### src/rtl/wb_dest_scoreboard.sv
// wb_dest_scoreboard
//   Issue-stage scoreboard and destination-select controller. It sits between
//   decode and the ID/EX register. It resolves the write-back destination
//   (rd for R-type, rt for I-type). It tracks in-flight destination registers
//   and holds decode on RAW/WAW hazards, or when the number of outstanding
//   writers reaches MAX_INFLIGHT. The write-back stage returns completed
//   destinations through wb_valid/wb_addr.
//
// Optional build macro: SB_WB_BYPASS_EN
//   Defined   : a valid same-cycle write-back is masked out of the hazard view.
//               A dependent instruction therefore issues in the write-back
//               cycle. That clear also counts toward relieving the in-flight
//               limit.
//   Undefined : hazard checks see only the registered scoreboard, so a
//               dependent instruction issues one cycle after write-back.
//
// Ports
//   clk, rst       : core clock; synchronous active-high reset
//   id_valid       : decode holds a valid instruction
//   id_rs, id_rt   : source registers (id_rt is also the I-type destination)
//   id_rd          : R-type destination
//   id_reg_dst     : 1 = destination rd, 0 = destination rt
//   id_reg_write   : instruction writes the register file
//   id_uses_rt     : rt is read as a source
//   issue_ready    : ID/EX can accept this cycle
//   wb_valid       : write-back retiring a register write
//   wb_addr        : register being written back
//   dst_sel        : address mux select (1 = rd, 0 = rt)
//   dst_addr       : resolved destination
//   stall          : hold decode/fetch
//   issue          : instruction advances to EX this cycle
//   busy_vec       : registered scoreboard, bit n = register n pending
//   inflight_cnt   : registered count of pending writes
module wb_dest_scoreboard #(
  parameter int MAX_INFLIGHT = 4,
  parameter int CNT_W        = 3
) (
  input  logic             clk,
  input  logic             rst,
  input  logic             id_valid,
  input  logic [4:0]       id_rs,
  input  logic [4:0]       id_rt,
  input  logic [4:0]       id_rd,
  input  logic             id_reg_dst,
  input  logic             id_reg_write,
  input  logic             id_uses_rt,
  input  logic             issue_ready,
  input  logic             wb_valid,
  input  logic [4:0]       wb_addr,
  output logic             dst_sel,
  output logic [4:0]       dst_addr,
  output logic             stall,
  output logic             issue,
  output logic [31:0]      busy_vec,
  output logic [CNT_W-1:0] inflight_cnt
);

  logic             wr_eff;
  logic             clr_hit;
  logic             set_hit;
  logic [31:0]      clr_mask;
  logic [31:0]      set_mask;
  logic [31:0]      busy_chk;
  logic [CNT_W-1:0] cnt_chk;
  logic             raw;
  logic             waw;
  logic             full;

  assign dst_sel  = id_reg_dst;
  assign dst_addr = id_reg_dst ? id_rd : id_rt;

  // r0 is hardwired zero: writes to it never occupy a scoreboard slot.
  assign wr_eff = id_reg_write & (dst_addr != 5'd0);

  // A write-back only retires if it targets a pending, non-zero register.
  // Stray or stale returns (for example after a reset) are dropped here.
  assign clr_hit  = wb_valid & (wb_addr != 5'd0) & busy_vec[wb_addr];
  assign clr_mask = clr_hit ? (32'd1 << wb_addr) : 32'd0;

`ifdef SB_WB_BYPASS_EN
  // The retiring register reads as free this cycle. The retiring slot is
  // also free, so the limit check sees the post-clear count.
  assign busy_chk = busy_vec & ~clr_mask;
  assign cnt_chk  = inflight_cnt - CNT_W'(clr_hit);
`else
  assign busy_chk = busy_vec;
  assign cnt_chk  = inflight_cnt;
`endif

  always_comb begin
    raw  = 1'b0;
    waw  = 1'b0;
    full = 1'b0;
    if (id_rs != 5'd0 && busy_chk[id_rs])
      raw = 1'b1;
    if (id_uses_rt && id_rt != 5'd0 && busy_chk[id_rt])
      raw = 1'b1;
    if (wr_eff && busy_chk[dst_addr])
      waw = 1'b1;
    if (wr_eff && cnt_chk == CNT_W'(MAX_INFLIGHT))
      full = 1'b1;
  end

  // Stall ignores issue_ready. A frozen pipeline and a hazard are reported
  // separately. Both stall and issue are forced low while reset is held.
  assign stall = ~rst & id_valid & (raw | waw | full);
  assign issue = ~rst & id_valid & ~stall & issue_ready;

  assign set_hit  = issue & wr_eff;
  assign set_mask = set_hit ? (32'd1 << dst_addr) : 32'd0;

  // The clear is applied before the set. This only matters under bypass,
  // where a waiting writer can reclaim its register in the retire cycle.
  always_ff @(posedge clk) begin
    if (rst) begin
      busy_vec     <= 32'd0;
      inflight_cnt <= '0;
    end else begin
      busy_vec     <= (busy_vec & ~clr_mask) | set_mask;
      inflight_cnt <= inflight_cnt + CNT_W'(set_hit) - CNT_W'(clr_hit);
    end
  end

endmodule

### config.mk
export PLATFORM = sky130hd
export DESIGN_NAME = wb_dest_scoreboard
export DESIGN_NICKNAME = d
export VERILOG_FILES = /design/src/rtl/wb_dest_scoreboard.sv
export SDC_FILE = /design/constraint.sdc
export NUM_CORES = 1
export LEC_CHECK = 0
export CORE_ASPECT_RATIO = 0.9
export CORE_UTILIZATION = 33
export DETAILED_ROUTE_END_ITERATION = 16
export HOLD_SLACK_MARGIN = 0.1
export PLACE_DENSITY = 0.56
export SYNTH_ARGS = -nofsm -noshare
export SYNTH_HDL_FRONTEND = slang
export SYNTH_SLANG_ARGS = --single-unit
### constraint.sdc
create_clock -name clk -period 6.4 [get_ports clk]
set_clock_uncertainty 0.1 [all_clocks]
set_input_delay 0.96 -clock clk [delete_from_list [all_inputs] [get_ports clk]]
set_output_delay 0.96 -clock clk [all_outputs]
set_load 0.01 [all_outputs]
==> impl_metrics.toml <==
[grt]
grt_pass1_vias = 3267
grt-ovfl-total = 0
antenna_found_initial = 0
grt_pass1_wl_um = 18900
grt_start_max_net_pins = 33
grt_usage_pct = 25.7

[drt]
viasPerCell = 6.63
wl_um = 12500
detailroute.via_count = 3374
first_pass_iters = 5
drc_errors = 0
drtAntennaViolNets = 0
initialDrtViolationCount = 330
routed_length_per_instance_um = 24.6

[place]
dpl.cell_count = 501
port_buffers = 70
globalplace.congestion = 0.942
dp_wirelength_um = 8790

[yosys]
synth-main-ff-cell = "sky130_fd_sc_hd__dfxtp_1"
synthesis.instances = 332
post_synth.cell_area_avg_um2 = 9.40
asyncSetResetFlopFracSynth_pct = 0
post_synth_main_area_contributors = "sky130_fd_sc_hd__dfxtp_1 22%, sky130_fd_sc_hd__mux4_2 14%, sky130_fd_sc_hd__o311ai_0 8.7%"
synth-edff-count = 0
synth.net_count = 363
synth.largest_area_cell = "sky130_fd_sc_hd__dfxtp_1"
synth_seq_cells = 35
synth_area_um2 = 3120
ys_types = 64
synth.yosys.warnings = 0
seq_area_frac_synth_pct = 22.5
synth.top_cell.area_share_pct = 22.5

[worst_hold_path]
hold-path-cell-count = 1
path_class_of_the_lowest_slack_min_delay_path = "register to register"

[sta]
maxSlewHeadroom_pct = 43.7
period_share_pct = 80.7
rsz_0062_raised_after_global_routing = "false"
final_hold_viol_count = 0
setup_viol = 0
layout_min_cycle_time_ns = 5.16
clock.fmax_ghz = 0.194
report.final.slew_viol_count = 0
transition_time_at_the_pin_with_the_least_slew_margin_ns = 0.843
setup-tns-final_ns = 0

[clock_network]
cts_max_path_buffers = 2
worstSkewPairLatency_ns = 0.29
cts_resized = 0
clock_tree.htree_level_count = 2
cts-hold-fix-buffers = 0
clk_transition_reported_paths_ns = 0.08
postCtsSetupBuffers = 0
tritoncts = "done"
clockRootBuffer = "sky130_fd_sc_hd__clkbuf_8"
clock-sinks = 35
cts_made_buffers = 5

[finish]
mostFrequentLayoutCell = "sky130_fd_sc_hd__clkdlybuf4s50_1"
finish.net_count = 417
mostFrequentLayoutCells = "70 x sky130_fd_sc_hd__clkdlybuf4s50_1, 35 x sky130_fd_sc_hd__dfxtp_1, 31 x sky130_fd_sc_hd__o311ai_0"
fillers = 936
finish.cell_count_without_fillers = 509
drive_gt1_share_pct = 14.0
insertedDiodeCount = 0
flow.area_growth_from_synthesis_pct = 27.2

[setup_path]
crit_path_start_kind = "input port"
required_worst_endpoint_ns = 5.34
worst_setup_path_end_kind = "primary output"
worstSetupPathDepth = 10
crit_arrival_ns = 4.10
setup.worst_path.class = "input port to primary output"
reg2reg_depth = 13
critical-path-max-stage-delay_ns = 0.82
cp_slowest_cell = "sky130_fd_sc_hd__clkdlybuf4s50_1"
critical_path_fanout_max = 13
critical-path-top-delay-family = "buffers and inverters"
worst-path-buf-inv = 3
crit_chain = "clkdlybuf4s50_1 > buf_4 > mux4_2 > nand3b_1 > o21ai_1 > a311oi_1 > o21ai_1 > a21oi_1 > and3_1 > clkdlybuf4s50_1"
worst-r2r-setup-slack_ns = 3.02

[die]
die_h_um = 94.3
initial_core_util_pct = 34.0
fp.dieArea_um2 = 9850
io-pin-count = 71
chip_width_um = 105
rows = 33
floorplan.core_area_um2 = 9170

[flow_run]
drv.max_cap_violation_count = 0

[pwr]
power.switching_fraction_pct = 29.9
combPwrFrac_pct = 26.3
powerDensity_nw_per_um2 = 149
cellLeakagePower_nw = 1.33
peakVddDrop_mv = 0.0967
p_clk_share_pct = 35.5
p_switching_uw = 177
power_frac_seq_pct = 38.1
power.internal_uw = 413

[run_status]
run_status = "finished, final reports clean"
## worst paths after layout
check | from | end
worst min register to register | busy_vec[0] | busy_vec[0]
worst min-delay path | busy_vec[0] | busy_vec[0]
worst max-delay path | id_rt[0] | issue
worst max register to register | busy_vec[2] | inflight_cnt[2]
## final cells by class
class                   count  area [um^2]  share of cell area [%]
flip-flops and latches     35          701                    17.7
clock inverters             2         35.0                   0.883
well taps                 122          153                    3.85
clock buffers               6         82.6                    2.08
inverters                  10         37.5                   0.946
multi-input cells         258         2210                    55.8
repair buffers             76          746                    18.8
## worst register-to-register path: cells and delay by family, from the launching register on
family / cells / cell delay [ns]
xor+xnor: 1 / 0.18
compound gates: 3 / 0.59
fa+ha+maj: 3 / 0.78
buf+inv: 2 / 0.12
flops: 1 / 0.56
mux: 2 / 0.73
simple gates: 2 / 0.25
## flip-flops by register name (all words and copies together), names as in the netlist
signal	count
busy_vec	32
inflight_cnt	3
## power groups by stage
stage	Combinational (mW)	Clock, mW	Sequential, mW
floorplan	0.0934	0	0.230
global placement	0.151	0	0.230
detailed placement	0.152	0	0.230
CTS	0.153	0.212	0.225
global route	0.167	0.222	0.225
finish	0.155	0.210	0.225
## logic make-up after synthesis
family / after synthesis / share of synthesized area, %
AOI/OAI and AO/OA: 120 / 30.8
xor gates and xnor gates: 2 / 0.561
adders and majority gates: 3 / 1.44
buffers and inverters: 39 / 6.58
DFF: 35 / 22.5
muxes: 44 / 22.3
and+or+nand+nor: 89 / 15.9
## through the flow
stage                     instance area, um^2  worst slack [ns]  utilization, %  hold slack, ns  total power [mW]
after floorplan                          3120              2.34               -           0.411             0.324
after CTS                                3970              1.23            43.3           0.404             0.589
after global routing                     3970             0.983            43.3           0.433             0.614
after global placement                   3850              1.21            42.0           0.385             0.381
final                                    3970              1.24            43.3           0.404             0.590
after detailed placement                 3850              1.25            42.0           0.394             0.382
## routing by layer
layer	share of wire (%)	wire, um	vias up	global-route usage [%]
li1	-	-	1470	-
met1	43	5420	1661	34.6
met2	45	5630	206	41.0
met3	8.3	1040	37	2.84
met4	3.7	462	0	12.3
met5	0	0	-	0
## cells in the mapped netlist, types with 6 or more instances
cell                       instances
sky130_fd_sc_hd__dfxtp_1          35
sky130_fd_sc_hd__o311ai_0         31
sky130_fd_sc_hd__nand2_1          24
sky130_fd_sc_hd__mux2i_1          20
sky130_fd_sc_hd__mux4_2           19
sky130_fd_sc_hd__o31ai_1          19
sky130_fd_sc_hd__nor2_1           15
sky130_fd_sc_hd__a21oi_1          10
sky130_fd_sc_hd__clkbuf_1         10
sky130_fd_sc_hd__inv_1             9
sky130_fd_sc_hd__o21ai_0           9
sky130_fd_sc_hd__buf_2             8
sky130_fd_sc_hd__nand2b_1          8
sky130_fd_sc_hd__o41ai_1           8
sky130_fd_sc_hd__nor2b_1           7
sky130_fd_sc_hd__nor3b_1           7
sky130_fd_sc_hd__nand3_1           6
Note: power is estimated with default switching activity, not from simulation.
